`config.mk`:
```
export PLATFORM = sky130hd
export DESIGN_NAME = fmap_par2ser
export DESIGN_NICKNAME = d
export VERILOG_FILES = /design/src/rtl/fmap_par2ser.sv
export SDC_FILE = /design/constraint.sdc
export NUM_CORES = 2
export LEC_CHECK = 0
export CORE_AREA = 4 4 706 708
export CTS_CLUSTER_DIAMETER = 60
export CTS_CLUSTER_SIZE = 16
export DETAILED_ROUTE_END_ITERATION = 10
export DIE_AREA = 0 0 710 712
export GPL_ROUTABILITY_DRIVEN = 0
export GPL_TIMING_DRIVEN = 0
export MAX_ROUTING_LAYER = met4
export PLACE_DENSITY_LB_ADDON = 0.3
export SLEW_MARGIN = 20
export SYNTH_ARGS = -nofsm -noshare
export SYNTH_HDL_FRONTEND = slang
export SYNTH_SLANG_ARGS = --single-unit
```
`constraint.sdc`:
```
create_clock -name clk -period 126.4 [get_ports clk]
set_clock_uncertainty 0.05 [all_clocks]
set_input_delay 12.64 -clock clk [delete_from_list [all_inputs] [get_ports clk]]
set_output_delay 12.64 -clock clk [all_outputs]
set_load 0.1 [all_outputs]
```
`src/rtl/fmap_par2ser.sv`:
```
// Double-buffered parallel-to-serial output stage: accepts a DP-word column in one handshake and
// streams it out one word per cycle, lowest word first.
module fmap_par2ser #(
  parameter int unsigned DW = 32,
  parameter int unsigned DP = 56,
  parameter int unsigned CW = 6
) (
  input  logic             clk,
  input  logic             rst,
  input  logic [DP*DW-1:0] data_i,
  input  logic             valid_i,
  output logic             ready_o,
  output logic [DW-1:0]    data_o,
  output logic             valid_o,
  input  logic             ready_i,
  output logic [CW-1:0]    idx_o,
  output logic             last_o,
  output logic             busy_o
);

  logic [DW-1:0] bank_q [2][DP];

  logic          wr_ptr_q, wr_ptr_d;
  logic          rd_ptr_q, rd_ptr_d;
  logic [1:0]    cnt_q, cnt_d;
  logic [CW-1:0] rd_idx_q, rd_idx_d;

  logic accept;
  logic pop;
  logic rls;

  // ready_o depends only on reset and fill level, never on valid_i, so no loop forms upstream.
  assign ready_o = !rst && (cnt_q < 2'd2);
  assign valid_o = (cnt_q != 2'd0);
  assign busy_o  = valid_o;
  assign last_o  = valid_o && (rd_idx_q == CW'(DP - 1));
  assign idx_o   = rd_idx_q;
  assign data_o  = valid_o ? bank_q[rd_ptr_q][rd_idx_q] : '0;

  assign accept = valid_i && ready_o;
  assign pop    = valid_o && ready_i;
  assign rls    = pop && last_o;

  always_comb begin
    wr_ptr_d = wr_ptr_q;
    rd_ptr_d = rd_ptr_q;
    cnt_d    = cnt_q;
    rd_idx_d = rd_idx_q;

    if (accept) begin
      wr_ptr_d = ~wr_ptr_q;
    end

    if (pop) begin
      if (last_o) begin
        rd_idx_d = '0;
        rd_ptr_d = ~rd_ptr_q;
      end else begin
        rd_idx_d = rd_idx_q + 1'b1;
      end
    end

    // A fill and a release in the same cycle cancel out.
    if (accept && !rls) begin
      cnt_d = cnt_q + 2'd1;
    end else if (rls && !accept) begin
      cnt_d = cnt_q - 2'd1;
    end
  end

  always_ff @(posedge clk) begin
    if (rst) begin
      wr_ptr_q <= 1'b0;
      rd_ptr_q <= 1'b0;
      cnt_q    <= 2'd0;
      rd_idx_q <= '0;
    end else begin
      wr_ptr_q <= wr_ptr_d;
      rd_ptr_q <= rd_ptr_d;
      cnt_q    <= cnt_d;
      rd_idx_q <= rd_idx_d;
    end
  end

  // Bank contents are left unreset; valid_o gates every read.
  always_ff @(posedge clk) begin
    if (accept) begin
      for (int k = 0; k < int'(DP); k++) begin
        bank_q[wr_ptr_q][k] <= data_i[k*DW +: DW];
      end
    end
  end

endmodule
```
Word-level counts from Yosys, hierarchy flattened:

Memory sizes are Yosys's and may differ from the RTL's. A register that Yosys moved wholly into a read port is not among the register bits.
Index checks and enable logic that the tools add are counted.

* register bits after elaboration: 10
* bits in writable memories: 3584
* input port bits: 1796
* word-level logic and storage cells: 38
* memories: 1

Memory list
* bank_q: words 2, width 1792, rd ports 1, clocked after Yosys merged registers in 1, write ports 1, RTL line 21 `logic [DW-1:0] bank_q [2][DP];`

* add/subtract/negate cells: 3
* magnitude comparators: 2
* equal/unequal tests: 1
* multiplexer cells: 11
* bitwise logic cells: 3
* reduce and logical (&&, ||, !) cells: 13

Operator list (number)
* binary-select mux 32 bit (select 6 bit): 1
* two-way mux 32 bit: 3
* >= comparator 7 bit (second input constant): 1
* logical AND 1 bit: 7
* inverter 6 -> 7 bit: 1
* adder 6 x 1 -> 6 bit (second input constant): 1
* equality test 6 bit (second input constant): 1
* two-way mux 6 bit: 1
* two-way mux 1 bit: 4
* two-way mux 2 bit: 2
* nonzero test 2 bit: 2
* zero test 1 bit: 3
* adder 2 x 1 -> 2 bit (second input constant): 1
* less-than comparator 2 bit (second input constant): 1
* inverter 1 bit: 2
* AND reduction 2 bit: 1
* subtractor 2 x 1 -> 2 bit (second input constant): 1

Logic depth before layout (Yosys ltp):

* depth in word-level cells: 7
* mapped depth: 12
* depth with buffers taken out: 8

Worst setup path after synthesis:

OpenSTA, ideal clock, no wires.

* kind: input -> register
* start: input port rst
* end: memory bank_q[0][0] in the netlist's numbering (enable)
* arrival: 88797 ps
* required time: 122333 ps
* path slack: 33536 ps
* stages on the path: 4
* buffers on the path: 1
* path through: clkbuf_1 > nor2_1 > nand2_1 > nor2_1

* word-level cells in the longest chain between the ends: 5

RTL lines
* start: declaration: RTL line 9 `input logic rst,`
* zero test 1 bit: RTL line 33 `assign ready_o = !rst && (cnt_q < 2'd2);`
* logical AND 1 bit: RTL line 33
* via ready_o: RTL line 12 `output logic ready_o,`
* logical AND 1 bit: RTL line 40 `assign accept = valid_i && ready_o;`
* two-way mux 1 bit: RTL line 87 `if (accept) begin`
* two-way mux 1 bit (not written as such): RTL line 89 `bank_q[wr_ptr_q][k] <= data_i[k*DW +: DW];`
* end: declaration: RTL line 21

The timed path passes the listed nets, and every way through them passes these cells.

Worst setup path after layout:

* start: input port rst
* end: output port ready_o

* word-level cells in the longest chain between the ends: 2

RTL lines (RTL line)
* zero test 1 bit: 33
* logical AND 1 bit: 33
* end: declaration: 12

No other way between the ends.

==> flow_summary_export.csv <==
group,metric,value,unit
routing,via_per_inst,5.08,
place,pre_cts_slack,99080,ps
global_route,grt_pass1_wl,819000,µm
floorplan,core,492000,µm²
setup_path,critPathTopFamily,"buffers and inverters",
yosys,synth-edff-count,3584,
yosys,async_reset_ff_frac,0,
sta,timing.final.hold_violations,0,
clocking,ctsRootBufferMaster,"clkbuf_16",
power,p_seq_frac,0.500,
cells_and_area,fin_util,0.370,
power,pwr-share-clk,0.408,
sta,fin_ws,99090,ps
yosys,yosys_warnings,0,
run,max-cap-violations,0,
place,placedInstanceArea,169000,µm²
global_route,grt_overflow,0,
yosys,avgSynthCellArea,23.1,µm²
global_route,grt_max_degree,56,
routing,wl_per_cell,42.4,µm
yosys,synth.area.top_cells,"edfxtp_1 78%, mux4_2 14%, mux2i_1 2.1%, mux2_2 0.74%, a21oi_1 0.41%",
setup_path,critPathArrivalTime,14620,ps
global_route,antenna_found_initial,595,
sta,rsz0062_at_grt,"no",
cells_and_area,instances_no_fill,15500,
routing,drt_wl_total,658000,µm
setup_path,worst_setup_path_end_kind,"primary output",
yosys,yosysUniqueCellTypes,49,
yosys,syn-cell-area,138000,µm²
routing,drc,0,
yosys,synthCells,5962,
yosys,synth_seq_cells,3595,
setup_path,cp-start-kind,"primary input",
routing,num_vias,78700,
setup_path,cp_slowest_cell,"clkdlybuf4s50_1",
sta,clock.fmax,36.6,MHz
global_route,grt_pass1_vias,78400,
sta,final.min_clock_period,27310,ps
sta,worstMarginPinSlew,1440,ps
place,portBuffers,1836,
clocking,cts_setup_buffers,0,
setup_path,rrSetupSlack,121420,ps
worst_hold_path,hold_class,"register to register",
clocking,cts_resized,0,
place,hpwl,531000,µm
floorplan,die_area,506000,µm²
yosys,ys.flop_type,"edfxtp_1",
cells_and_area,layout_commonest_cell,"edfxtp_1",
run_status,outcome,"complete, no violations",
sta,post-route-period-util,0.216,
setup_path,worstSetupPathType,"primary input to primary output",
setup_path,crit_chain,"clkbuf_1 > nor2_1 > clkdlybuf4s50_1",
yosys,synth_nets,7760,
routing,dr.pass1.iters,6,
clocking,clockBufferDepth,4,
cells_and_area,final_cell_area,182000,µm²
clocking,ctsHtreeMaxLevel,5,
yosys,ys_seq_area_frac,0.784,
cells_and_area,drive_above_1_share,0.238,
sta,drv_slew,0,
clocking,cts_hold_buf,0,
setup_path,crit_required,113710,ps
power,peakVddDrop,0.0164,mV
place,dpl.cell_count,14500,
clocking,cts_tree,"yes",
clocking,numCtsBuffers,353,
setup_path,reg2regPathDepth,7,
routing,ant_nets,0,
power,power.leakage,56.8,nW
routing,drt_iter0_drc,11100,
yosys,yosysTopAreaCell,"edfxtp_1",
power,power_frac_comb,0.091,
setup_path,worstPathMaxFanout,9,
cells_and_area,layout_common_cells,"3584 x edfxtp_1, 1811 x clkdlybuf4s50_1, 832 x mux4_2, 354 x clkbuf_16, 284 x mux2i_1",
cells_and_area,fin_nets,10200,
power,p_sw,0.662,mW
setup_path,r2r-end,"idx_o[1]",
floorplan,num_rows,258,
floorplan,die_h,712,µm
global_route,track_usage,0.260,
power,power_density,15.1,nW/µm²
floorplan,chipWidth,710,µm
power,internal-power,2.08,mW
sta,slew_headroom,0.0363,
floorplan,start_util,0.280,
cells_and_area,syn2layout_area_growth,32.3,%
setup_path,crit_cells,3,
clocking,clk_pin_slew_worst_paths,70,ps
setup_path,cp_num_buf_inv,2,
floorplan,io_pins,1838,
sta,hold_slack,474,ps
cells_and_area,n_fill_cell,44800,
setup_path,critPathMaxStageDelay,1280,ps
clocking,cts.sinks,3595,
sta,setup-violations-final,0,
clocking,worstSkewPairLatency,940,ps
worst_hold_path,min_from,"rd_ptr_q",
yosys,synth_top_area_frac,0.782,
power,power.total,2.75,mW
worst_hold_path,worstHoldPathCells,2,
sta,setup_tns,0,ps
setup_path,regToRegStartpoint,"idx_o[1]",
power,switching_share,0.241,
state kept, by name, indices dropped and copies added (netlist names), named ones only:
| name | cells |
|---|---|
| bank_q | 3584 |
| idx_o | 6 |
| cnt_q | 2 |
| wr_ptr_q | 1 |
| rd_ptr_q | 1 |
worst max path at each step:
stage / endpoint / slack [ps] / startpoint
2_1_floorplan: bank_q[0][0] / 33540 / rst
3_3_place_gp: bank_q[0][1149] / -7620 / rst
3_5_place_dp: ready_o / 99080 / rst
4_1_cts: ready_o / 99070 / rst
5_1_grt: ready_o / 99060 / rst
6_report: ready_o / 99090 / rst
power by group through the flow:
stage | Clock [mW] | Sequential [mW] | Combinational (mW)
2_1_floorplan | 0 | 1.54 | 0.0851
3_3_place_gp | 0 | 1.62 | 0.231
3_5_place_dp | 0 | 1.40 | 0.253
4_1_cts | 1.14 | 1.37 | 0.254
5_1_grt | 1.19 | 1.38 | 0.259
6_report | 1.12 | 1.37 | 0.250
synthesized netlist by cell type (11+ instances only):
master     number
o22ai_1        34
mux2_2         90
clkbuf_1      121
nor3_1         12
buf_4          53
a211oi_1       38
o21ai_0        58
a211o_1        15
a221oi_1       46
a22o_1         23
buf_6          45
dfxtp_1        11
buf_2          85
nor2b_1        25
buf_1          29
o21ai_1        15
edfxtp_1     3584
a21oi_1       114
nor2_1         81
mux2i_1       292
a2111oi_0      14
a22oi_1        58
mux4_2        832
a311oi_1       32
nand2_1        92
a31oi_1        38
mux2_1         29
cell families after synthesis:
family          share of synthesized area
compound gates                     0.0263
xor+xnor                         0.000509
fa+ha+maj                        0.000182
mux                                 0.167
buf+inv                            0.0143
simple gates                      0.00783
flops                               0.784
worst min-delay path, cell delays in order, from the launching register on:
cell     delay [ps]
dfxtp_1         330
xor2_1           90
nor2_1           70
area by class of cell:
cell class / instances / area [µm²] / area share
Antenna cell: 371 / 928 / 0.00510
Buffer: 337 / 2100 / 0.0115
Clock buffer: 373 / 8930 / 0.0490
Clock inverter: 258 / 3330 / 0.0183
Inverter: 4 / 15.0 / 0.0000825
Multi-Input combinational cell: 2026 / 28000 / 0.154
Sequential cell: 3595 / 108000 / 0.592
Tap cell: 6500 / 8130 / 0.0447
Timing Repair Buffer: 2039 / 22800 / 0.125
layer usage:
| layer | up-vias | part of all wire | global-route usage |
|---|---|---|---|
| met5 | - | 0 | - |
| met4 | 0 | 0.047 | 0.110 |
| met3 | 1189 | 0.091 | 0.0699 |
| met2 | 4813 | 0.50 | 0.427 |
| met1 | 41700 | 0.37 | 0.302 |
| li1 | 31000 | - | - |
Note: power is estimated with default switching activity, not from simulation.
